$ cat src/rtl/uart_pkg.sv
// Shared UART types: frame configuration and the TX/RX state encodings.
package uart_pkg;

   typedef struct packed {
      logic [1:0] data_bits;   // 0 -> 5 bits ... 3 -> 8 bits
      logic       parity_en;
      logic       parity_type; // 0 = even, 1 = odd
      logic       stop_bits;   // 0 -> 1 stop bit, 1 -> 2 stop bits
   } uart_cfg_t;

   typedef enum logic [2:0] {
      TX_IDLE, TX_START, TX_DATA, TX_PARITY, TX_STOP
   } tx_state_e;

   typedef enum logic [2:0] {
      RX_IDLE, RX_START, RX_DATA, RX_PARITY, RX_STOP, RX_WAIT_HIGH
   } rx_state_e;

   function automatic logic [7:0] data_mask(input logic [1:0] data_bits);
      case (data_bits)
         2'd0:    data_mask = 8'h1F;
         2'd1:    data_mask = 8'h3F;
         2'd2:    data_mask = 8'h7F;
         default: data_mask = 8'hFF;
      endcase
   endfunction

endpackage

$ cat src/rtl/uart_baud_gen.sv
// Clearable tick generator: one-cycle tick every max(div_i,1) clocks.
module uart_baud_gen #(
   parameter int unsigned DIV_WIDTH = 16
) (
   input  logic                 clk_i,
   input  logic                 arst_ni,
   input  logic                 clr_i,
   input  logic [DIV_WIDTH-1:0] div_i,
   output logic                 tick_o
);

   logic [DIV_WIDTH-1:0] cnt_q;
   logic [DIV_WIDTH-1:0] last_q;
   logic [DIV_WIDTH-1:0] last_d;

   // Divider is only resampled on clear or tick so a change lands on a tick boundary.
   assign last_d = (div_i == '0) ? '0 : div_i - 1'b1;
   assign tick_o = !clr_i && (cnt_q == last_q);

   always_ff @(posedge clk_i or negedge arst_ni) begin
      if (!arst_ni) begin
         cnt_q  <= '0;
         last_q <= '0;
      end else if (clr_i || tick_o) begin
         cnt_q  <= '0;
         last_q <= last_d;
      end else begin
         cnt_q  <= cnt_q + 1'b1;
      end
   end

endmodule

$ cat src/rtl/uart_engine.sv
// Single-clock UART TX/RX engine with oversampled clock-enable timing,
// configurable frame format and a one-entry RX holding register.
module uart_engine
   import uart_pkg::*;
#(
   parameter int unsigned OVERSAMPLE = 16,
   parameter int unsigned DIV_WIDTH  = 16
) (
   input  logic                 clk_i,
   input  logic                 arst_ni,
   input  logic                 enable_i,
   input  logic [DIV_WIDTH-1:0] div_i,
   input  uart_cfg_t            cfg_i,
   input  logic [7:0]           tx_data_i,
   input  logic                 tx_valid_i,
   output logic                 tx_ready_o,
   output logic                 tx_busy_o,
   output logic                 tx_o,
   input  logic                 rx_i,
   output logic [7:0]           rx_data_o,
   output logic                 rx_parity_err_o,
   output logic                 rx_frame_err_o,
   output logic                 rx_valid_o,
   input  logic                 rx_ready_i,
   output logic                 rx_overrun_o,
   output logic                 rx_break_o
);

   localparam int unsigned OSW = $clog2(OVERSAMPLE);
   typedef logic [OSW-1:0] os_t;
   localparam os_t OS_LAST = os_t'(OVERSAMPLE - 1);
   localparam os_t OS_MID  = os_t'(OVERSAMPLE / 2 - 1);

   // ---------------- TX ----------------
   tx_state_e  tx_state_q, tx_state_d;
   logic [1:0] tx_db_q;
   logic       tx_pen_q, tx_stop_q, tx_par_q, tx_run_q, tx_tick, tx_fire, tx_bit_end;
   logic [7:0] tx_sh_q;
   os_t        tx_os_q;
   logic [2:0] tx_bit_q;

   assign tx_ready_o = enable_i && tx_run_q && (tx_state_q == TX_IDLE);
   assign tx_busy_o  = (tx_state_q != TX_IDLE);
   assign tx_fire    = tx_valid_i && tx_ready_o;
   assign tx_bit_end = tx_tick && (tx_os_q == OS_LAST);

   uart_baud_gen #(.DIV_WIDTH(DIV_WIDTH)) u_tx_baud (
      .clk_i(clk_i), .arst_ni(arst_ni), .clr_i(tx_fire), .div_i(div_i), .tick_o(tx_tick)
   );

   always_comb begin
      tx_state_d = tx_state_q;
      if (!enable_i) begin
         tx_state_d = TX_IDLE;
      end else begin
         case (tx_state_q)
            TX_IDLE:   if (tx_fire) tx_state_d = TX_START;
            TX_START:  if (tx_bit_end) tx_state_d = TX_DATA;
            TX_DATA:   if (tx_bit_end && tx_bit_q == ({1'b0, tx_db_q} + 3'd4))
                          tx_state_d = tx_pen_q ? TX_PARITY : TX_STOP;
            TX_PARITY: if (tx_bit_end) tx_state_d = TX_STOP;
            TX_STOP:   if (tx_bit_end && (!tx_stop_q || tx_bit_q[0])) tx_state_d = TX_IDLE;
            default:   tx_state_d = TX_IDLE;
         endcase
      end
   end

   always_comb begin
      case (tx_state_q)
         TX_START:  tx_o = 1'b0;
         TX_DATA:   tx_o = tx_sh_q[0];
         TX_PARITY: tx_o = tx_par_q;
         default:   tx_o = 1'b1;
      endcase
   end

   always_ff @(posedge clk_i or negedge arst_ni) begin
      if (!arst_ni) begin
         tx_state_q <= TX_IDLE;
         tx_run_q   <= 1'b0;
         tx_db_q    <= '0;
         tx_pen_q   <= 1'b0;
         tx_stop_q  <= 1'b0;
         tx_par_q   <= 1'b0;
         tx_sh_q    <= '0;
         tx_os_q    <= '0;
         tx_bit_q   <= '0;
      end else begin
         tx_run_q   <= 1'b1;
         tx_state_q <= tx_state_d;
         if (tx_fire) begin
            tx_db_q   <= cfg_i.data_bits;
            tx_pen_q  <= cfg_i.parity_en;
            tx_stop_q <= cfg_i.stop_bits;
            tx_par_q  <= ^(tx_data_i & data_mask(cfg_i.data_bits)) ^ cfg_i.parity_type;
            tx_sh_q   <= tx_data_i;
            tx_os_q   <= '0;
            tx_bit_q  <= '0;
         end else if (tx_tick) begin
            tx_os_q <= tx_os_q + 1'b1;
            if (tx_bit_end) begin
               if (tx_state_q == TX_DATA) tx_sh_q <= tx_sh_q >> 1;
               tx_bit_q <= (tx_state_d == tx_state_q) ? tx_bit_q + 3'd1 : 3'd0;
            end
         end
      end
   end

   // ---------------- RX ----------------
   rx_state_e  rx_state_q, rx_state_d;
   uart_cfg_t  rx_cfg_q;
   logic       rx_meta_q, rx_sync_q, rx_prev_q, rx_par_q, rx_tick, rx_fall, rx_sample;
   logic       rx_done, rx_load, rx_par_bad, rx_brk;
   logic [7:0] rx_sh_q;
   os_t        rx_os_q;
   logic [2:0] rx_bit_q;

   assign rx_fall   = enable_i && rx_prev_q && !rx_sync_q && (rx_state_q == RX_IDLE);
   assign rx_sample = rx_tick && (rx_os_q == ((rx_state_q == RX_START) ? OS_MID : OS_LAST));
   assign rx_done   = (rx_state_q == RX_STOP) && rx_sample;
   assign rx_load   = rx_done && (!rx_valid_o || rx_ready_i);
   assign rx_par_bad = rx_cfg_q.parity_en && ((^rx_sh_q ^ rx_cfg_q.parity_type) != rx_par_q);
   assign rx_brk    = (rx_sh_q == '0) && !(rx_cfg_q.parity_en && rx_par_q) && !rx_sync_q;

   uart_baud_gen #(.DIV_WIDTH(DIV_WIDTH)) u_rx_baud (
      .clk_i(clk_i), .arst_ni(arst_ni), .clr_i(rx_fall), .div_i(div_i), .tick_o(rx_tick)
   );

   always_comb begin
      rx_state_d = rx_state_q;
      if (!enable_i) begin
         rx_state_d = RX_IDLE;
      end else begin
         case (rx_state_q)
            RX_IDLE:      if (rx_fall) rx_state_d = RX_START;
            RX_START:     if (rx_sample) rx_state_d = rx_sync_q ? RX_IDLE : RX_DATA;
            RX_DATA:      if (rx_sample && rx_bit_q == ({1'b0, rx_cfg_q.data_bits} + 3'd4))
                             rx_state_d = rx_cfg_q.parity_en ? RX_PARITY : RX_STOP;
            RX_PARITY:    if (rx_sample) rx_state_d = RX_STOP;
            RX_STOP:      if (rx_sample) rx_state_d = rx_sync_q ? RX_IDLE : RX_WAIT_HIGH;
            RX_WAIT_HIGH: if (rx_sync_q) rx_state_d = RX_IDLE;
            default:      rx_state_d = RX_IDLE;
         endcase
      end
   end

   always_ff @(posedge clk_i or negedge arst_ni) begin
      if (!arst_ni) begin
         rx_meta_q  <= 1'b1;
         rx_sync_q  <= 1'b1;
         rx_prev_q  <= 1'b1;
         rx_state_q <= RX_IDLE;
         rx_cfg_q   <= '0;
         rx_sh_q    <= '0;
         rx_par_q   <= 1'b0;
         rx_os_q    <= '0;
         rx_bit_q   <= '0;
      end else begin
         rx_meta_q  <= rx_i;
         rx_sync_q  <= rx_meta_q;
         rx_prev_q  <= rx_sync_q;
         rx_state_q <= rx_state_d;
         if (rx_fall) begin
            rx_cfg_q <= cfg_i;
            rx_sh_q  <= '0;
            rx_par_q <= 1'b0;
            rx_os_q  <= '0;
            rx_bit_q <= '0;
         end else if (rx_tick) begin
            rx_os_q <= rx_sample ? os_t'(0) : rx_os_q + 1'b1;
            if (rx_sample && rx_state_q == RX_DATA) begin
               rx_sh_q[rx_bit_q] <= rx_sync_q;
               rx_bit_q <= (rx_state_d == rx_state_q) ? rx_bit_q + 3'd1 : 3'd0;
            end
            if (rx_sample && rx_state_q == RX_PARITY) rx_par_q <= rx_sync_q;
         end
      end
   end

   // Holding register: a completion while full and unpopped drops the new byte.
   always_ff @(posedge clk_i or negedge arst_ni) begin
      if (!arst_ni) begin
         rx_data_o       <= '0;
         rx_parity_err_o <= 1'b0;
         rx_frame_err_o  <= 1'b0;
         rx_valid_o      <= 1'b0;
         rx_overrun_o    <= 1'b0;
         rx_break_o      <= 1'b0;
      end else begin
         rx_overrun_o <= rx_done && !rx_load;
         rx_break_o   <= rx_done && rx_brk;
         if (rx_load) begin
            rx_data_o       <= rx_sh_q;
            rx_parity_err_o <= rx_par_bad;
            rx_frame_err_o  <= !rx_sync_q;
            rx_valid_o      <= 1'b1;
         end else if (rx_valid_o && rx_ready_i) begin
            rx_valid_o <= 1'b0;
         end
      end
   end

endmodule

$ cat config.mk
export PLATFORM = sky130hd
export DESIGN_NAME = uart_engine
export DESIGN_NICKNAME = d
export VERILOG_FILES = /design/src/rtl/uart_pkg.sv /design/src/rtl/uart_baud_gen.sv /design/src/rtl/uart_engine.sv
export SDC_FILE = /design/constraint.sdc
export NUM_CORES = 1
export LEC_CHECK = 0
export ABC_AREA = 1
export CAP_MARGIN = 20
export CORE_MARGIN = 1.5
export CORE_UTILIZATION = 45
export DETAILED_ROUTE_END_ITERATION = 10
export HOLD_SLACK_MARGIN = 0.12
export PLACE_DENSITY = 0.62
export RECOVER_POWER = 50
export SYNTH_ARGS = -nofsm -noshare
export SYNTH_HDL_FRONTEND = slang
export SYNTH_SLANG_ARGS = --single-unit
$ cat constraint.sdc
create_clock -name clk_i -period 3 [get_ports clk_i]
set_input_delay 0.3 -clock clk_i [delete_from_list [all_inputs] [get_ports clk_i]]
set_output_delay 0.3 -clock clk_i [all_outputs]
set_load 0.05 [all_outputs]
==> results of run 1 <==
[stage by stage]
stage | instance area (µm²) | utilization
floorplan | 7040 | -
global placement | 7780 | 0.510
detailed placement | 7780 | 0.510
CTS | 8440 | 0.553
global route | 8410 | 0.551
finish | 8410 | 0.551
[layout by cell type (no fill, tap or decap), types with 13 or more instances in the layout]
cell type,netlist,final
nand4_1,15,15
clkbuf_16,0,17
dfrtp_1,124,124
nor3_1,17,17
clkdlybuf4s50_1,0,48
o21ai_0,57,57
xnor2_1,13,13
xor2_1,24,24
inv_1,93,93
nor2_1,96,97
nor3b_1,17,17
inv_2,21,21
a21oi_1,21,21
nand3_1,46,46
nand2_1,231,232
[per-layer routing]
metal  routed length, µm  track usage  share of wire
met5                   0            0              0
met4                 195       0.0621          0.013
met3                 508       0.0509          0.034
met2                6740        0.319           0.45
met1                7460        0.272           0.50
[layout make-up]
cell class,instances,area (µm²)
Clock inverter,11,179
Tap cell,211,264
Multi-Input combinational cell,625,3300
Fill cell,1458,6840
Timing Repair Buffer,62,594
Inverter,114,428
Sequential cell,127,3180
Clock buffer,21,470
[cells by family (layout without fill, tap and decap cells)]
kind of cell / after synthesis / count (layout)
muxes: 12 / 12
AOI/OAI and AO/OA: 100 / 100
other: 1 / 1
buffers and inverters: 136 / 208
and+or+nand+nor: 464 / 464
xor gates and xnor gates: 37 / 37
DFF: 127 / 127
adders and majority gates: 11 / 11
[registers in the layout, summed over array words and instances (netlist names), 2 cells and up]
| signal | flops |
|---|---|
| rx_data_o | 8 |
| tx_sh_q | 8 |
| tx_state_q | 3 |
| rx_state_q | 3 |
| rx_sh_q | 8 |
| rx_os_q | 4 |
| tx_os_q | 4 |
| u_tx_baud.cnt_q | 16 |
| rx_cfg_q | 4 |
| u_rx_baud.cnt_q | 16 |
| tx_db_q | 2 |
| u_tx_baud.last_q | 16 |
| tx_bit_q | 3 |
| u_rx_baud.last_q | 16 |
| rx_bit_q | 3 |
[what timing repair did]
item,in CTS,in global routing
hold buffers,1,0
setup buffers,0,0
endpoints found under the hold margin,74,0
[worst reg2reg max path: cells and delay by family, from the launching register on]
| family | cells | cell delay, ps |
|---|---|---|
| flops | 1 | 440 |
| simple gates | 17 | 1910 |
[power by group through the flow]
| stage | sequential (mW) | combinational, mW | clock (mW) |
|---|---|---|---|
| CTS | 2.09 | 0.788 | 2.30 |
| finish | 2.09 | 0.768 | 2.25 |
| detailed placement | 2.12 | 0.781 | 0 |
| floorplan | 2.08 | 0.575 | 0 |
| global route | 2.13 | 0.902 | 2.37 |
| global placement | 2.12 | 0.765 | 0 |
[worst min-delay path by stage]
stage	depth (start not counted)	end	slack, ps
6_report	0	rx_sync_q	360
5_1_grt	0	rx_sync_q	370
3_3_place_gp	0	rx_sync_q	350
2_1_floorplan	0	rx_bit_q[0]	4
4_1_cts	1	rx_meta_q	270
3_5_place_dp	0	rx_sync_q	350
==> run metrics, run 1 <==
status complete, but fails checks; failing checks max-capacitance violations, max-slew violations; Worst EP arrival 2770 ps; ratio of cells with drive above 1 in the final layout 0.114; switch share 0.274; Synth Area in XOR/XNOR 0.0460; worst reg2reg startpoint u_tx_baud.cnt_q[0]; TritonCTS buffer count 17; Ys Warns 0; post_cts resized 0; overall routed net length 14,900 µm; internal power component 3.71 mW; top cell type's share of synthesized area 0.441; main area contributors after synthesis dfrtp_1 (44%), nand2_1 (12%), nor2_1 (5.1%); Clock transition at path regs ~60 ps; # DRC 0; mux contribution to synthesized area 0.0187; maximum clock path buffer count 2; CP top delay family simple AND/OR/NAND/NOR gates; Sequential Power Share 0.409; CP Class flop to flop; Final Hold Viols 0; grt ovf 0; R2R depth 17; # rows 45; Psw 1.40 mW; Max Freq about 410 MHz; adder-cell share of the synthesized area 0.0195; clk_lat worst skew 420 ps; first-pass GRT wire length about 26,000 µm; vias per inst 4.89; worst ir drop on vdd 0.439 mV; final count of pins violating max slew between 70 and 80; crit path launch u_tx_baud.cnt_q[0]; most frequent cells after synthesis nand2_1 (231), dfrtp_1 (124), nor2_1 (96), inv_1 (93), o21ai_0 (57); Buffers on Ports 50; Finished Layout Cells 1,171; critical path depth 17; Place WS approximately 420 ps; class of the worst hold path flop to flop; nets approximately 1,000; asr flop ratio synth 1.00; worst slew pin tran between 1500 and 2000 ps; R2R Path End tx_bit_q[1]; CP Max Fanout 10; r2r setup slk 580 ps; CTS root buffer clkbuf_16; DRT iter0 DRCs 397; Worst Setup EP tx_bit_q[1]; area of the core roughly 15,000 µm²; CP Capture Type flop; DR WL/cell 12.7 µm; critical hold path startpoint rx_meta_q; Final Cycle Share 0.805; worst hold margin ~360 ps; antenna viol nets, final 0; Clock Sinks ~130; initial antenna violation count 0; most frequent cell after synthesis nand2_1; P_leak 3.90 nW; Simple-Gate Fraction of Synth Area 0.308; worst rel slew slack -0.321; Startpoint Class flop; slowest CP cell dfrtp_1; die width between 100 and 150 µm; Layout area overhead 19.5%; DP HPWL about 11,000 µm; RSZ-0062 raised after global routing no; most common flop cell mapped by yosys dfrtp_1; crit-path max cell delay 440 ps; Seq/Total Area, Yosys 0.452; First-pass DRT Iterations 5; total power divided by cell area slightly above 600 nW/µm²; final setup violation count 0; Final Skew 11.2 ps; final RePlAce weighted congestion 0.846; Cells after Synth 888; placed cells between 1,000 and 1,500; cell mode on critical path nand2_1; post-synthesis compound-gate area fraction 0.0766; # IOs approximately 50; Crit path required time 3350 ps; count of state elements after synthesis 127; Final WS setup 584 ps; clock share of power 0.440; largest net degree at the start of global routing 80; Final min period 2420 ps; Starting Density 0.462; max-cap violation count 1; vias in the first global route 5,519; Post-synth EDFFs 0; # diodes 0; Global Route Usage Sum 0.201; Comb pwr share 0.150; CTS H-tree depth 4; Syn Area/Cell 7.93 µm²; Die ar. 16,400 µm²; crit path buf inv count 0; Final Power 5.11 mW; Synthesized Nets 934; total negative slack 0 ps; die height 128 µm; largest family of logic cells by synthesized area simple AND/OR/NAND/NOR gates; top cell type by total area after synthesis dfrtp_1; Yosys cell types 42; CP cell instances nand2_1 -> nand2_1 -> nor2_1 -> nand2_1 -> nor2_1 -> nand2_4 -> nor2_4 -> nand4_1 -> nand2_1 -> nand2_1 -> nand2_1 -> nand2_1 -> nand2_1 -> nand2_1 -> nand2_1 -> nand3_1 -> nand2_1; CTS tree yes; Vias 5,728; combined area of all synthesized cells about 7000 µm²
Power figures use the tool's default switching activity.
==> run 2, diff against run 1 <==
PLACE_DENSITY = 0.64   (was 0.62)
clock period = 2 ns   (was 3 ns; I/O delays follow)
==> run 2 against run 1 <==
  * The run ends with negative setup slack left
  * Wire length increased by 13%
  * Sequential power increased by 50%
  * Critical path depth is 3 lower
  * Non-clock buffer count is 108 higher
  * First-iteration DRC count shrank 32%
  * Die area stayed put
  * Final cell count is 9.2% higher
  * Global-route usage up 1.4 points
  * Clock power up 45%
  * Hold slack got worse by 38 ps
  * Clock-buffer cell count shrank 1
  * Sequential cell count unchanged
  * Critical path type unchanged
==> run metrics, run 2 (synthesized netlist as in run 1, its figures left out) <==
status complete, but fails checks; failing checks negative setup slack; First-pass DRT Iterations 5; Max Freq 490 MHz; # diodes 0; Design Area, Final 9600 µm²; P_leak 4.54 nW; ratio of cells with drive above 1 in the final layout 0.264; # IOs 51; worst rel slew slack 0.0231; TritonCTS buffer count 17; grt ovf 0; area of the core 15,300 µm²; Sequential Power Share 0.402; Worst EP arrival 2400 ps; switch share 0.275; nets 1,101; clock share of power 0.417; met3 usage 0.0451; maximum clock path buffer count 2; vias in the first global route a little under 6,000; final RePlAce weighted congestion 0.825; crit path launch u_tx_baud.cnt_q[0]; total power divided by cell area around 810 nW/µm²; Starting Density 0.462; worst ir drop on vdd between 0.6 and 0.7 mV; worst slew pin tran 1470 ps; DRT iter0 DRCs around 270; class of the worst hold path primary input to flop; CTS H-tree depth 4; max-cap violation count 0; CP Max Fanout 5; Comb pwr share 0.181; DP HPWL 11,800 µm; GR peak layer met2; initial antenna violation count 0; die height ~130 µm; internal power component 5.66 mW; final setup violation count 8; Final min period 2040 ps; Die ar. 16,400 µm²; critical hold path startpoint rx_i; Final Util 0.629; Final Cycle Share 1.02; die width 128 µm; worst reg2reg startpoint u_tx_baud.cnt_q[0]; Vias 6,266; Global Route Usage Sum 0.215; Crit path required time 2360 ps; # DRC 0; Final Skew 8.24 ps; CTS tree yes; Final WS setup -42.7 ps; vias per inst 4.90; Global Route met1 Usage 0.281; CTS root buffer clkbuf_16; # rows 45; overall routed net length 16,800 µm; antenna viol nets, final 0; Buffers on Ports 50; first-pass GRT wire length 27,900 µm; M2 GR Usage 0.353; RSZ-0062 raised after global routing yes; DR WL/cell 13.1 µm; CP Class flop to flop; Area after DPL 8460 µm²; Clock transition at path regs 50 ps; Clock Sinks 127; CP Capture Type flop; Psw about 2.2 mW; Startpoint Class flop; final count of pins violating max slew 0; commonest non-fill, non-tap cell in the layout nand2_1; Layout area overhead 36.3%; largest net degree at the start of global routing 56; clk_lat worst skew 420 ps; Final Hold Viols 0; commonest cells after routing, fill and taps aside nand2_1 (215), dfrtp_1 (121), buf_4 (106)
run 2: what timing repair did:
item / in CTS / in global routing
gates cloned: 0 / 3
pin swaps: 17 / 30
endpoints found under the hold margin: 48 / 0
buffers inserted: 7 / 17
hold buffers: 1 / 0
setup endpoints to repair: 38 / 54
gates resized for setup: 12 / 71
run 2: power by group through the flow:
stage / logic, mW / registers, mW / clock network (mW)
6_report: 1.41 / 3.14 / 3.26
5_1_grt: 1.60 / 3.18 / 3.44
3_5_place_dp: 1.27 / 3.17 / 0
2_1_floorplan: 0.866 / 3.11 / 0
3_3_place_gp: 1.25 / 3.17 / 0
4_1_cts: 1.32 / 3.14 / 3.32
run 2: through the flow:
step	hold slack [ps]	std cells	total power [mW]	TNS [ps]	setup slack, ps
after floorplan	-95.6	888	3.98	-403	-62.4
after global placement	216	1219	4.42	-2200	-129
after detailed placement	215	1219	4.45	-3550	-146
after CTS	165	1259	7.79	-131	-38.9
after global routing	318	1279	8.22	-4590	-261
final	323	1279	7.82	-158	-42.7
run 2: final timing paths:
check	to	slack [ps]	cells after the start
max in group asynchronous	tx_par_q	310	3
min	rx_meta_q	320	1
min reg2reg	rx_sync_q	350	0
min in group asynchronous	u_rx_baud.last_q[2]	680	2
max reg2reg	tx_bit_q[1]	-40	14
max	tx_bit_q[1]	-40	14
run 2: worst max-delay path, stage by stage (launching register included):
cell and delay, ps:
dfrtp_2 440, nand2_1 80, nand2_1 50, nor2_1 120
nand2_1 120, nor2_4 200, buf_4 150, nand4_4 100
o21ai_1 170, nand3_2 100, nand3_1 70, nand2_1 70
nor2_2 150, nand3_1 90, nand2_1 70
run 2: cell type report:
| cell class | count | area [µm²] |
|---|---|---|
| multi-input combinational | 625 | 3580 |
| timing repair buffer | 170 | 1510 |
| clock inverter | 12 | 165 |
| tap | 211 | 264 |
| sequential | 127 | 3190 |
| clock buffer | 20 | 457 |
| fill | 1319 | 5660 |
| inverter | 114 | 430 |
run 2: layer usage:
metal / vias to the layer above / share of wire
li1: 3182 / -
met1: 2978 / 0.47
met2: 86 / 0.49
met3: 20 / 0.025
met4: 0 / 0.015
met5: - / 0
==> run 3, diff against run 2 <==
CTS_BUF_LIST = sky130_fd_sc_hd__clkbuf_8   (was unset)
==> run 3 against run 2 <==
  * The flow still finishes with violations (negative setup slack)
  * Wire length decreased by 1.2%
  * Worst setup slack lost 19 ps
  * Clock power down 25%
  * Die area stayed put
  * Sequential cell count did not move
==> run metrics, run 3 (synthesized netlist as in run 1, its figures left out) <==
# IOs 51; overall routed net length 16,600 µm; Final Skew 11.8 ps; First-pass DRT Iterations 4; DRT iter0 DRCs 318; Final Util 0.617; TritonCTS buffer count 17; clk_lat worst skew approximately 460 ps; Clock Sinks 127; maximum clock path buffer count 2; Starting Density 0.462; area of the core 15,300 µm²; # rows 45; initial antenna violation count 0; worst rel slew slack 0.0418; die height around 130 µm; max-cap violation count 0; Buffers on Ports 50; CP Class flop to flop; ratio of cells with drive above 1 in the final layout 0.261; RSZ-0062 raised after global routing yes; vias per inst about 4.9; Startpoint Class flop; Final WS setup -61.7 ps; CP Capture Type flop; Clock transition at path regs 70 ps; DP HPWL 11,800 µm; Global Route Usage Sum 0.215; failing checks negative setup slack; final setup violation count 5; antenna viol nets, final 0; worst ir drop on vdd around 0.52 mV; P_leak between 4 and 5 nW; # diodes 0; Die ar. 16,400 µm²; CTS root buffer clkbuf_8; class of the worst hold path primary input to flop; first-pass GRT wire length about 28,000 µm; CTS tree yes; Layout area overhead 33.7%; worst hold margin about 320 ps; status complete, but fails checks; die width 128 µm; Vias 6,250; vias in the first global route 5,894; commonest non-fill, non-tap cell in the layout nand2_1; DR WL/cell 13.0 µm; Max Freq 485 MHz; # DRC 0; Final Hold Viols 0; Worst EP arrival 2460 ps; worst slew pin tran 1440 ps; commonest cells after routing, fill and taps aside nand2_1 (214), dfrtp_1 (121), buf_4 (105); Crit path required time 2400 ps; CTS H-tree depth 4; largest net degree at the start of global routing between 50 and 60; final RePlAce weighted congestion 0.825; Place WS -146 ps; Final Cycle Share 1.03; nets 1,102; Final min period 2060 ps; final count of pins violating max slew 0; grt ovf 0; CP Max Fanout 5; total power divided by cell area 737 nW/µm²
-- run 3: metrics by stage --
step	instances	setup TNS [ps]	total power, mW	instance area, µm²
after floorplan	888	-403	3.98	7070
after global placement	1219	-2200	4.42	8460
after detailed placement	1219	-3550	4.45	8460
after CTS	1263	-314	6.94	9050
after global routing	1280	-7690	7.35	9410
final	1280	-183	6.93	9410
-- run 3: timing repair --
action                                  CTS  global route
hold buffers                              2             0
buffers inserted                         10            15
pin swaps                                23            29
gates cloned                              0             3
resized for setup                        19            64
hold endpoints to repair                 83             0
endpoints found under the setup margin   37            56
-- run 3: where the power goes --
group | internal (mW) | switching (mW)
combinational | 0.608 | 0.754
sequential | 2.89 | 0.254
clock | 1.40 | 1.03
-- run 3: per-layer routing --
| layer | vias to the layer above | routed length, µm | GRT usage |
|---|---|---|---|
| li1 | 3191 | - | - |
| met1 | 2946 | 7780 | 0.282 |
| met2 | 92 | 8030 | 0.346 |
| met3 | 21 | 519 | 0.0543 |
| met4 | 0 | 283 | 0.0767 |
| met5 | - | 0 | 0 |
-- run 3: area by class of cell --
type / count / area [µm²]
Timing Repair Buffer: 171 / 1520
Sequential cell: 127 / 3190
Inverter: 114 / 430
Clock buffer: 19 / 262
Multi-Input combinational cell: 625 / 3580
Clock inverter: 13 / 169
Fill cell: 1343 / 5840
Tap cell: 211 / 264
-- run 3: worst paths after layout --
kind / slack (ps) / end / cells after the start / from
max in group asynchronous: 250 / tx_sh_q[0] / 3 / arst_ni
hold / removal: 320 / tx_stop_q / 3 / cfg_i[0]
setup reg to reg: -60 / tx_bit_q[1] / 14 / u_tx_baud.cnt_q[0]
min in group asynchronous: 610 / u_rx_baud.last_q[2] / 2 / arst_ni
setup / recovery: -60 / tx_bit_q[1] / 14 / u_tx_baud.cnt_q[0]
hold reg to reg: 350 / rx_sync_q / 0 / rx_meta_q
-- run 3: worst max-delay path, stage by stage (launching register included) --
cell and delay, ps:
dfrtp_2 440, nand2_1 80, nand2_1 50, nor2_1 110, nand2_1 130, nor2_4 220, buf_6 130, nand4_4 90
o21ai_1 170, nand3_2 120, nand3_1 80, nand2_1 70, nor2_2 150, nand3_1 90, nand2_1 70
